**src/rtl/cpu_mem_pkg.sv**
```systemverilog
`default_nettype none
// ============================================================================
// Module      : cpu_mem_pkg
// Description : Shared types and constants for the unified memory port.
// Revision    : 1.0 - initial release
// ============================================================================
package cpu_mem_pkg;

    localparam int c_ADDR_W = 16;
    localparam int c_DATA_W = 16;

    localparam logic OWN_IF = 1'b0;
    localparam logic OWN_D  = 1'b1;

    typedef enum logic [1:0] {
        IDLE    = 2'd0,
        ISSUE   = 2'd1,
        WAIT    = 2'd2,
        CAPTURE = 2'd3
    } arbState_t;

endpackage
`default_nettype wire

```
**src/rtl/mem_lat_timer.sv**
```systemverilog
`default_nettype none
// ============================================================================
// Module      : mem_lat_timer
// Description : Loadable down-counter timing the memory read latency.
// Revision    : 1.0 - initial release
// ============================================================================
module mem_lat_timer #(
    parameter int MEM_LAT = 2
) (
    input  logic clk,
    input  logic reset,
    input  logic load,
    input  logic dec,
    output logic done
);

    localparam int c_CNT_W = $clog2(MEM_LAT) + 1;
    localparam logic [c_CNT_W-1:0] c_LOAD_VAL = c_CNT_W'(MEM_LAT - 1);
    localparam logic [c_CNT_W-1:0] c_ONE      = c_CNT_W'(1);

    logic [c_CNT_W-1:0] r_count;

    always_ff @(posedge clk or posedge reset) begin
        if (reset) begin
            r_count <= '0;
        end else if (load) begin
            r_count <= c_LOAD_VAL;
        end else if (dec && (r_count != '0)) begin
            r_count <= r_count - c_ONE;
        end
    end

    // Flags the last wait cycle, so the next cycle is the data-valid cycle.
    assign done = (r_count == c_ONE);

endmodule
`default_nettype wire

```
**src/rtl/mem_port_arbiter.sv**
```systemverilog
`default_nettype none
// ============================================================================
// Module      : mem_port_arbiter
// Description : Shares one fixed-latency memory between fetch and data ports.
// Revision    : 1.0 - initial release
// ============================================================================
module mem_port_arbiter
    import cpu_mem_pkg::*;
#(
    parameter int ADDR_W     = c_ADDR_W,
    parameter int DATA_W     = c_DATA_W,
    parameter int MEM_LAT    = 2,
    parameter int STARVE_MAX = 3
) (
    input  logic              clk,
    input  logic              reset,
    input  logic              if_req,
    input  logic [ADDR_W-1:0] if_addr,
    output logic [DATA_W-1:0] if_rdata,
    output logic              if_ack,
    input  logic              d_req,
    input  logic              d_we,
    input  logic [ADDR_W-1:0] d_addr,
    input  logic [DATA_W-1:0] d_wdata,
    output logic [DATA_W-1:0] d_rdata,
    output logic              d_ack,
    output logic              mem_en,
    output logic              mem_we,
    output logic [ADDR_W-1:0] mem_addr,
    output logic [DATA_W-1:0] mem_wdata,
    input  logic [DATA_W-1:0] mem_rdata,
    output logic              stall_if,
    output logic              stall_mem,
    output logic              busy
);

    generate
        if (MEM_LAT < 1 || MEM_LAT > 8) begin : g_badMemLat
            $error("mem_port_arbiter: MEM_LAT must lie in 1..8");
        end
    endgenerate

    localparam int c_STARVE_W = $clog2(STARVE_MAX + 1) + 1;
    localparam logic [c_STARVE_W-1:0] c_STARVE_TOP = c_STARVE_W'(STARVE_MAX);
    localparam logic [c_STARVE_W-1:0] c_STARVE_ONE = c_STARVE_W'(1);
    localparam bit c_LAT_ONE = (MEM_LAT == 1);

    arbState_t           r_state;
    logic                r_owner;
    logic                r_ownWe;
    logic [c_STARVE_W-1:0] r_starveCnt;
    logic                r_ifAck;
    logic                r_dAck;
    logic [DATA_W-1:0]   r_ifRdata;
    logic [DATA_W-1:0]   r_dRdata;
    logic                r_memEn;
    logic                r_memWe;
    logic [ADDR_W-1:0]   r_memAddr;
    logic [DATA_W-1:0]   r_memWdata;

    logic w_ifReqEff;
    logic w_dReqEff;
    logic w_forceIf;
    logic w_grantD;
    logic w_grantIf;
    logic w_timerDone;

    // A requester only advances its address after seeing its ack.
    assign w_ifReqEff = if_req & ~r_ifAck;
    assign w_dReqEff  = d_req  & ~r_dAck;
    assign w_forceIf  = w_ifReqEff && (r_starveCnt == c_STARVE_TOP);
    assign w_grantD   = (r_state == IDLE) && w_dReqEff && !w_forceIf;
    assign w_grantIf  = (r_state == IDLE) && w_ifReqEff && !w_grantD;

    mem_lat_timer #(
        .MEM_LAT (MEM_LAT)
    ) u_latTimer (
        .clk   (clk),
        .reset (reset),
        .load  (r_state == ISSUE),
        .dec   (r_state == WAIT),
        .done  (w_timerDone)
    );

    always_ff @(posedge clk or posedge reset) begin
        if (reset) begin
            r_state     <= IDLE;
            r_owner     <= OWN_IF;
            r_ownWe     <= 1'b0;
            r_starveCnt <= '0;
            r_ifAck     <= 1'b0;
            r_dAck      <= 1'b0;
            r_ifRdata   <= '0;
            r_dRdata    <= '0;
            r_memEn     <= 1'b0;
            r_memWe     <= 1'b0;
            r_memAddr   <= '0;
            r_memWdata  <= '0;
        end else begin
            r_ifAck    <= 1'b0;
            r_dAck     <= 1'b0;
            r_memEn    <= 1'b0;
            r_memWe    <= 1'b0;
            r_memAddr  <= '0;
            r_memWdata <= '0;
            case (r_state)
                IDLE: begin
                    if (!if_req || w_grantIf) begin
                        r_starveCnt <= '0;
                    end else if (w_grantD && (r_starveCnt != c_STARVE_TOP)) begin
                        r_starveCnt <= r_starveCnt + c_STARVE_ONE;
                    end
                    if (w_grantD) begin
                        r_owner    <= OWN_D;
                        r_ownWe    <= d_we;
                        r_memEn    <= 1'b1;
                        r_memWe    <= d_we;
                        r_memAddr  <= d_addr;
                        r_memWdata <= d_wdata;
                        r_state    <= ISSUE;
                    end else if (w_grantIf) begin
                        r_owner    <= OWN_IF;
                        r_ownWe    <= 1'b0;
                        r_memEn    <= 1'b1;
                        r_memAddr  <= if_addr;
                        r_state    <= ISSUE;
                    end
                end
                ISSUE: begin
                    r_state <= c_LAT_ONE ? CAPTURE : WAIT;
                end
                WAIT: begin
                    if (w_timerDone) begin
                        r_state <= CAPTURE;
                    end
                end
                CAPTURE: begin
                    // mem_rdata is valid in this cycle; writes leave d_rdata alone.
                    if (r_owner == OWN_IF) begin
                        r_ifRdata <= mem_rdata;
                        r_ifAck   <= 1'b1;
                    end else begin
                        if (!r_ownWe) begin
                            r_dRdata <= mem_rdata;
                        end
                        r_dAck <= 1'b1;
                    end
                    r_state <= IDLE;
                end
                default: begin
                    r_state <= IDLE;
                end
            endcase
        end
    end

    assign if_rdata  = r_ifRdata;
    assign if_ack    = r_ifAck;
    assign d_rdata   = r_dRdata;
    assign d_ack     = r_dAck;
    assign mem_en    = r_memEn;
    assign mem_we    = r_memWe;
    assign mem_addr  = r_memAddr;
    assign mem_wdata = r_memWdata;
    assign stall_if  = if_req & ~r_ifAck;
    assign stall_mem = d_req & ~r_dAck;
    assign busy      = (r_state != IDLE);

endmodule
`default_nettype wire

```
**config.mk**
```make
export PLATFORM = sky130hd
export DESIGN_NAME = mem_port_arbiter
export DESIGN_NICKNAME = d
export VERILOG_FILES = /design/src/rtl/cpu_mem_pkg.sv /design/src/rtl/mem_lat_timer.sv /design/src/rtl/mem_port_arbiter.sv
export SDC_FILE = /design/constraint.sdc
export NUM_CORES = 1
export LEC_CHECK = 0
export ABC_AREA = 1
export CAP_MARGIN = 10
export CORE_ASPECT_RATIO = 1.4
export CORE_MARGIN = 5
export CORE_UTILIZATION = 25
export CTS_BUF_LIST = sky130_fd_sc_hd__clkbuf_4 sky130_fd_sc_hd__clkbuf_8 sky130_fd_sc_hd__clkbuf_16
export DETAILED_ROUTE_END_ITERATION = 12
export GPL_ROUTABILITY_DRIVEN = 0
export PLACE_DENSITY = 0.61
export SETUP_SLACK_MARGIN = 0.5
export SYNTH_ARGS = -nofsm -noshare
export SYNTH_HDL_FRONTEND = slang
export SYNTH_SLANG_ARGS = --single-unit
```
**constraint.sdc**
```tcl
create_clock -name clk -period 2.9 [get_ports clk]
set_clock_uncertainty 0.2 [all_clocks]
set_input_delay 0.58 -clock clk [delete_from_list [all_inputs] [get_ports clk]]
set_output_delay 0.58 -clock clk [all_outputs]
set_load 0.1 [all_outputs]
```
Word-level counts from Yosys, hierarchy flattened
Cells that the tools add are included.
{ "totals": {"out_inout_bits": 71, "wordCells": 76, "register_bits": 77, "inputBits": 69} }
{ "op_classes": {"eq_ne": 8, "n_mux": 25, "addsub": 2, "n_reduce_logical": 22, "n_bitwise": 6} }
{ "ops": {"columns": ["op", "n"], "rows": [
  ["16-bit 2-to-1 mux", 5],
  ["1-bit 2-to-1 mux", 12],
  ["2-bit 2-to-1 mux", 5],
  ["2-bit nonzero test", 5],
  ["2-bit one-hot mux with 4 select lines", 1],
  ["2-bit AND reduction", 4],
  ["1-bit logical AND", 7],
  ["3-bit 2-to-1 mux", 2],
  ["2-bit by 1-bit == test with 1-bit output, second input constant", 2],
  ["2-bit == test, second input constant", 2],
  ["1-bit NOT", 4],
  ["3-bit by 1-bit adder with 3-bit output, second input constant", 1],
  ["3-bit by 2-bit == test with 1-bit output, second input constant", 1],
  ["1-bit logical NOT", 3],
  ["3-bit by 2-bit != test with 1-bit output, second input constant", 1],
  ["3-bit != test, second input constant", 1],
  ["3-bit AND reduction", 1],
  ["1-bit AND", 2],
  ["2-bit logical NOT", 1],
  ["2-bit != test, second input constant", 1],
  ["2-bit by 1-bit subtractor with 2-bit output, second input constant", 1],
  ["1-bit logical OR", 1]
]} }

Longest topological paths before layout
{ "logic_depth": {"ltp_word": 10, "ltp_mapped": 8, "depth_no_buf": 8} }

Hierarchy
From an unflattened synthesis, not the netlist that was laid out.
{ "hier_totals": {"hier_cells": 322, "hier_area_um2": 3140.5} }
{ "by_module_without_submodules": {"columns": ["module", "seq_area_each_um2", "n_inst", "area_per_inst_um2", "cells_each"], "rows": [
  ["mem_port_arbiter", 1876.8, 1, 3004.1, 303],
  ["mem_lat_timer", 50.0, 1, 136.4, 19]
]} }

Worst setup path before layout
No wires, ideal clock.
{ "synth_timing": {"path_type": "register to output", "from": "reg r_ifAck (netlist: if_ack)", "to": "out stall_if", "arrival_ps": 1650, "path_buffers": 0, "slack_ps": 470, "path_stages_with_launch": 4, "t_required_ps": 2120, "path_cell_list": "dfrtp_1 inv_1 nand2_2 inv_1"} }
{ "synth_between": {"elab_chain_len": 2} }
{ "synth_rtl": {"columns": ["item", "line_no", "text"], "rows": [
  ["from (decl)", "mem_port_arbiter.sv:52", "logic r_ifAck;"],
  ["from (signal assigned)", "mem_port_arbiter.sv:91", "r_ifAck <= 1'b0;"],
  ["from (signal assigned)", "mem_port_arbiter.sv:100", "r_ifAck <= 1'b0;"],
  ["from (signal assigned)", "mem_port_arbiter.sv:141", "r_ifAck <= 1'b1;"],
  ["1-bit NOT", "mem_port_arbiter.sv:165", "assign stall_if = if_req & ~r_ifAck;"],
  ["1-bit AND", "mem_port_arbiter.sv:165", null],
  ["to (decl)", "mem_port_arbiter.sv:32", "output logic stall_if,"]
]} }
Every way passes these cells.

Final worst setup path
{ "layout_timing": {"from": "in d_req", "to": "out stall_mem"} }
{ "layout_between": {"elab_chain_len": 1} }
{ "layout_rtl": {"columns": ["item", "line_no", "text"], "rows": [
  ["from (decl)", "mem_port_arbiter.sv:21", "input logic d_req,"],
  ["1-bit AND", "mem_port_arbiter.sv:166", "assign stall_mem = d_req & ~r_dAck;"],
  ["to (decl)", "mem_port_arbiter.sv:33", "output logic stall_mem,"]
]} }
Every way passes these cells.

==> results.sh <==
export IMPL_status="completed"
export IMPL_synthDistinctLibCells=24
export IMPL_worst_skew_pair_late_latency_ns=0.32
export IMPL_worstMarginPinSlew_ns=0.981
export IMPL_r2r_start="r_starveCnt[0]"
export IMPL_drtPass1Iterations=4
export IMPL_min_to="r_starveCnt[2]"
export IMPL_fillers=1241
export IMPL_cts_tree="yes"
export IMPL_drtIter0Drc=71
export IMPL_syn_num_nets=391
export IMPL_r2r_setup_slack_ns=0.92
export IMPL_cts_buffers=9
export IMPL_die_w_um=104
export IMPL_synth_top_area_share_pct=61.9
export IMPL_cp_arrival_ns=1.50
export IMPL_antenna_cells=0
export IMPL_area_growth_pct=55.6
export IMPL_cp_end_kind="primary output"
export IMPL_synth_avg_cell_area_um2=9.91
export IMPL_setup_worst_path_class="input port to primary output"
export IMPL_clk_pin_slew_ns=0.06
export IMPL_fmax_mhz=439
export IMPL_yosys_warnings=0
export IMPL_max_cap_violations=0
export IMPL_netlist_area_um2=3110
export IMPL_root_buffer="clkbuf_16"
export IMPL_final_nets=534
export IMPL_postSynthCellCount=314
export IMPL_cts_buffer_depth=2
export IMPL_slew_headroom_pct=34.4
export IMPL_holdPathStages=2
export IMPL_first_global_vias=2608
export IMPL_drc=0
export IMPL_rsz0062_at_grt="false"
export IMPL_die_h_um=142
export IMPL_reg2regPathDepth=8
export IMPL_synth_seq_cells=77
export IMPL_grt_antenna_before_repair=0
export IMPL_via_per_inst=4.15
export IMPL_yosysMostFrequentCell="dfrtp_1"
export IMPL_synth_top_cell_by_area="dfrtp_1"
export IMPL_routed_wl_um=8130
export IMPL_synth_area_leaders="dfrtp_1, inv_1, o21ai_0"
export IMPL_grt_first_pass_wirelength_um=13100
export IMPL_synthTopCellsByCount="dfrtp_1, inv_1, nand2_1"
export IMPL_slew_violations=0
export IMPL_fp_coreArea_um2=12300
export IMPL_h_tree_depth=3
export IMPL_clock_sinks=77
export IMPL_synth_edf_count=0
export IMPL_drive_gt1_share_pct=24.9
export IMPL_cp_required_ns=2.12
export IMPL_setup_viol=0
export IMPL_initial_utilization_pct=25.4
export IMPL_layout_min_cycle_time_ns=2.28
export IMPL_io_pins=140
export IMPL_ys_flop_type="dfrtp_1"
export IMPL_async_flop_share_pct=100
export IMPL_reg2reg_to="r_starveCnt[0]"
export IMPL_dp_hpwl_um=6480
export IMPL_synth_seq_area_share_pct=61.9
export IMPL_hp_class="register to register"
export IMPL_cp_max_fo=3
export IMPL_hold_start="r_starveCnt[2]"
export IMPL_multiInputGateArea_um2=856
export IMPL_vias=2538
export IMPL_wire_per_inst_um=13.3
export IMPL_finalCritPeriodShare_pct=78.5
export IMPL_seq_area_um2=1930
export IMPL_ant_nets=0
export IMPL_setup_tns_ns=0
export IMPL_numPortBuffers=139
export IMPL_grt_overflow_total=0
export IMPL_rows=48
export IMPL_finalHoldViolCount=0
export IMPL_worstSetupStartpointType="input port"
export IMPL_grt_usage_pct=11.0
export IMPL_grt_max_degree=34
export IMPL_die_area_um2=14800
==> cells by family (layout without fill, tap and decap cells) <==
kind of cell	Yosys count	count (layout)	synth area share [%]
buffers and inverters	79	226	10.7
DFF	77	77	61.9
adders and majority gates	8	8	3.22
AOI/OAI and AO/OA	59	59	11.5
and+or+nand+nor	91	91	12.7
==> final cells by class <==
class,instances,share of cell area [%]
flip-flops and latches,77,39.8
well taps,150,3.87
clock inverters,4,0.982
repair buffers,144,27.0
clock buffers,11,5.22
multi-input cells,158,17.7
inverters,67,5.42
==> metal layers <==
layer	global-route usage [%]	part of all wire [%]	vias up
li1	-	-	1249
met1	13.1	40	1186
met2	18.5	52	96
met3	3.81	6.7	7
met4	3.89	1.3	0
met5	0	0	-
==> cell usage in the layout, fill, tap and decap left out, drive strengths merged <==
cell,instances
a211oi,1
a21oi,2
a22oi,1
buf,76
bufinv,1
clkbuf,11
clkdlybuf4s50,67
clkinv,2
clkinvlp,4
dfrtp,77
dlymetal6s2s,1
ha,8
inv,64
nand2,43
nand3,24
nor2,22
o21ai,55
or2,2
==> critical path, cell delays in order <==
cell and delay [ns]:
clkdlybuf4s50_1 0.43, nand2_1 0.18, clkinvlp_4 0.13, buf_12 0.17
==> flip-flops by register name, summed over array words and instances (netlist names) <==
| name | count |
|---|---|
| r_ownWe | 1 |
| d_ack | 1 |
| if_ack | 1 |
| mem_en | 1 |
| mem_wdata | 16 |
| if_rdata | 16 |
| mem_addr | 16 |
| mem_we | 1 |
| r_owner | 1 |
| u_latTimer.r_count | 2 |
| r_starveCnt | 3 |
| d_rdata | 16 |
| r_state | 2 |
==> per-stage QoR <==
step / utilization (%) / cell area [um^2] / hold WS [ns] / setup WS (ns) / cells
2_1_floorplan: - / 3130 / 0.244 / 0.727 / 314
3_3_place_gp: 37.0 / 4530 / 0.270 / 0.493 / 596
3_5_place_dp: 37.0 / 4530 / 0.276 / 0.459 / 596
4_1_cts: 39.4 / 4830 / 0.290 / 0.507 / 611
5_1_grt: 39.5 / 4840 / 0.314 / 0.585 / 611
6_report: 39.5 / 4840 / 0.289 / 0.623 / 611
==> what timing repair did <==
item	CTS	global route
resized for setup	0	4
hold buffers	0	0
setup endpoints to repair	0	2
setup buffers	0	0
==> worst max-delay path by stage <==
stage	endpoint	start	slack, ns
finish	stall_mem	d_req	0.62
global route	busy	r_state[0]	0.59
CTS	stall_if	if_req	0.51
detailed placement	mem_wdata[5]	if_req	0.46
global placement	mem_wdata[8]	if_req	0.49
floorplan	stall_if	if_ack	0.73
Power is left out: the tool's default activity adds up to more than one toggle a clock period on the data nets, which glitch-free logic cannot reach.
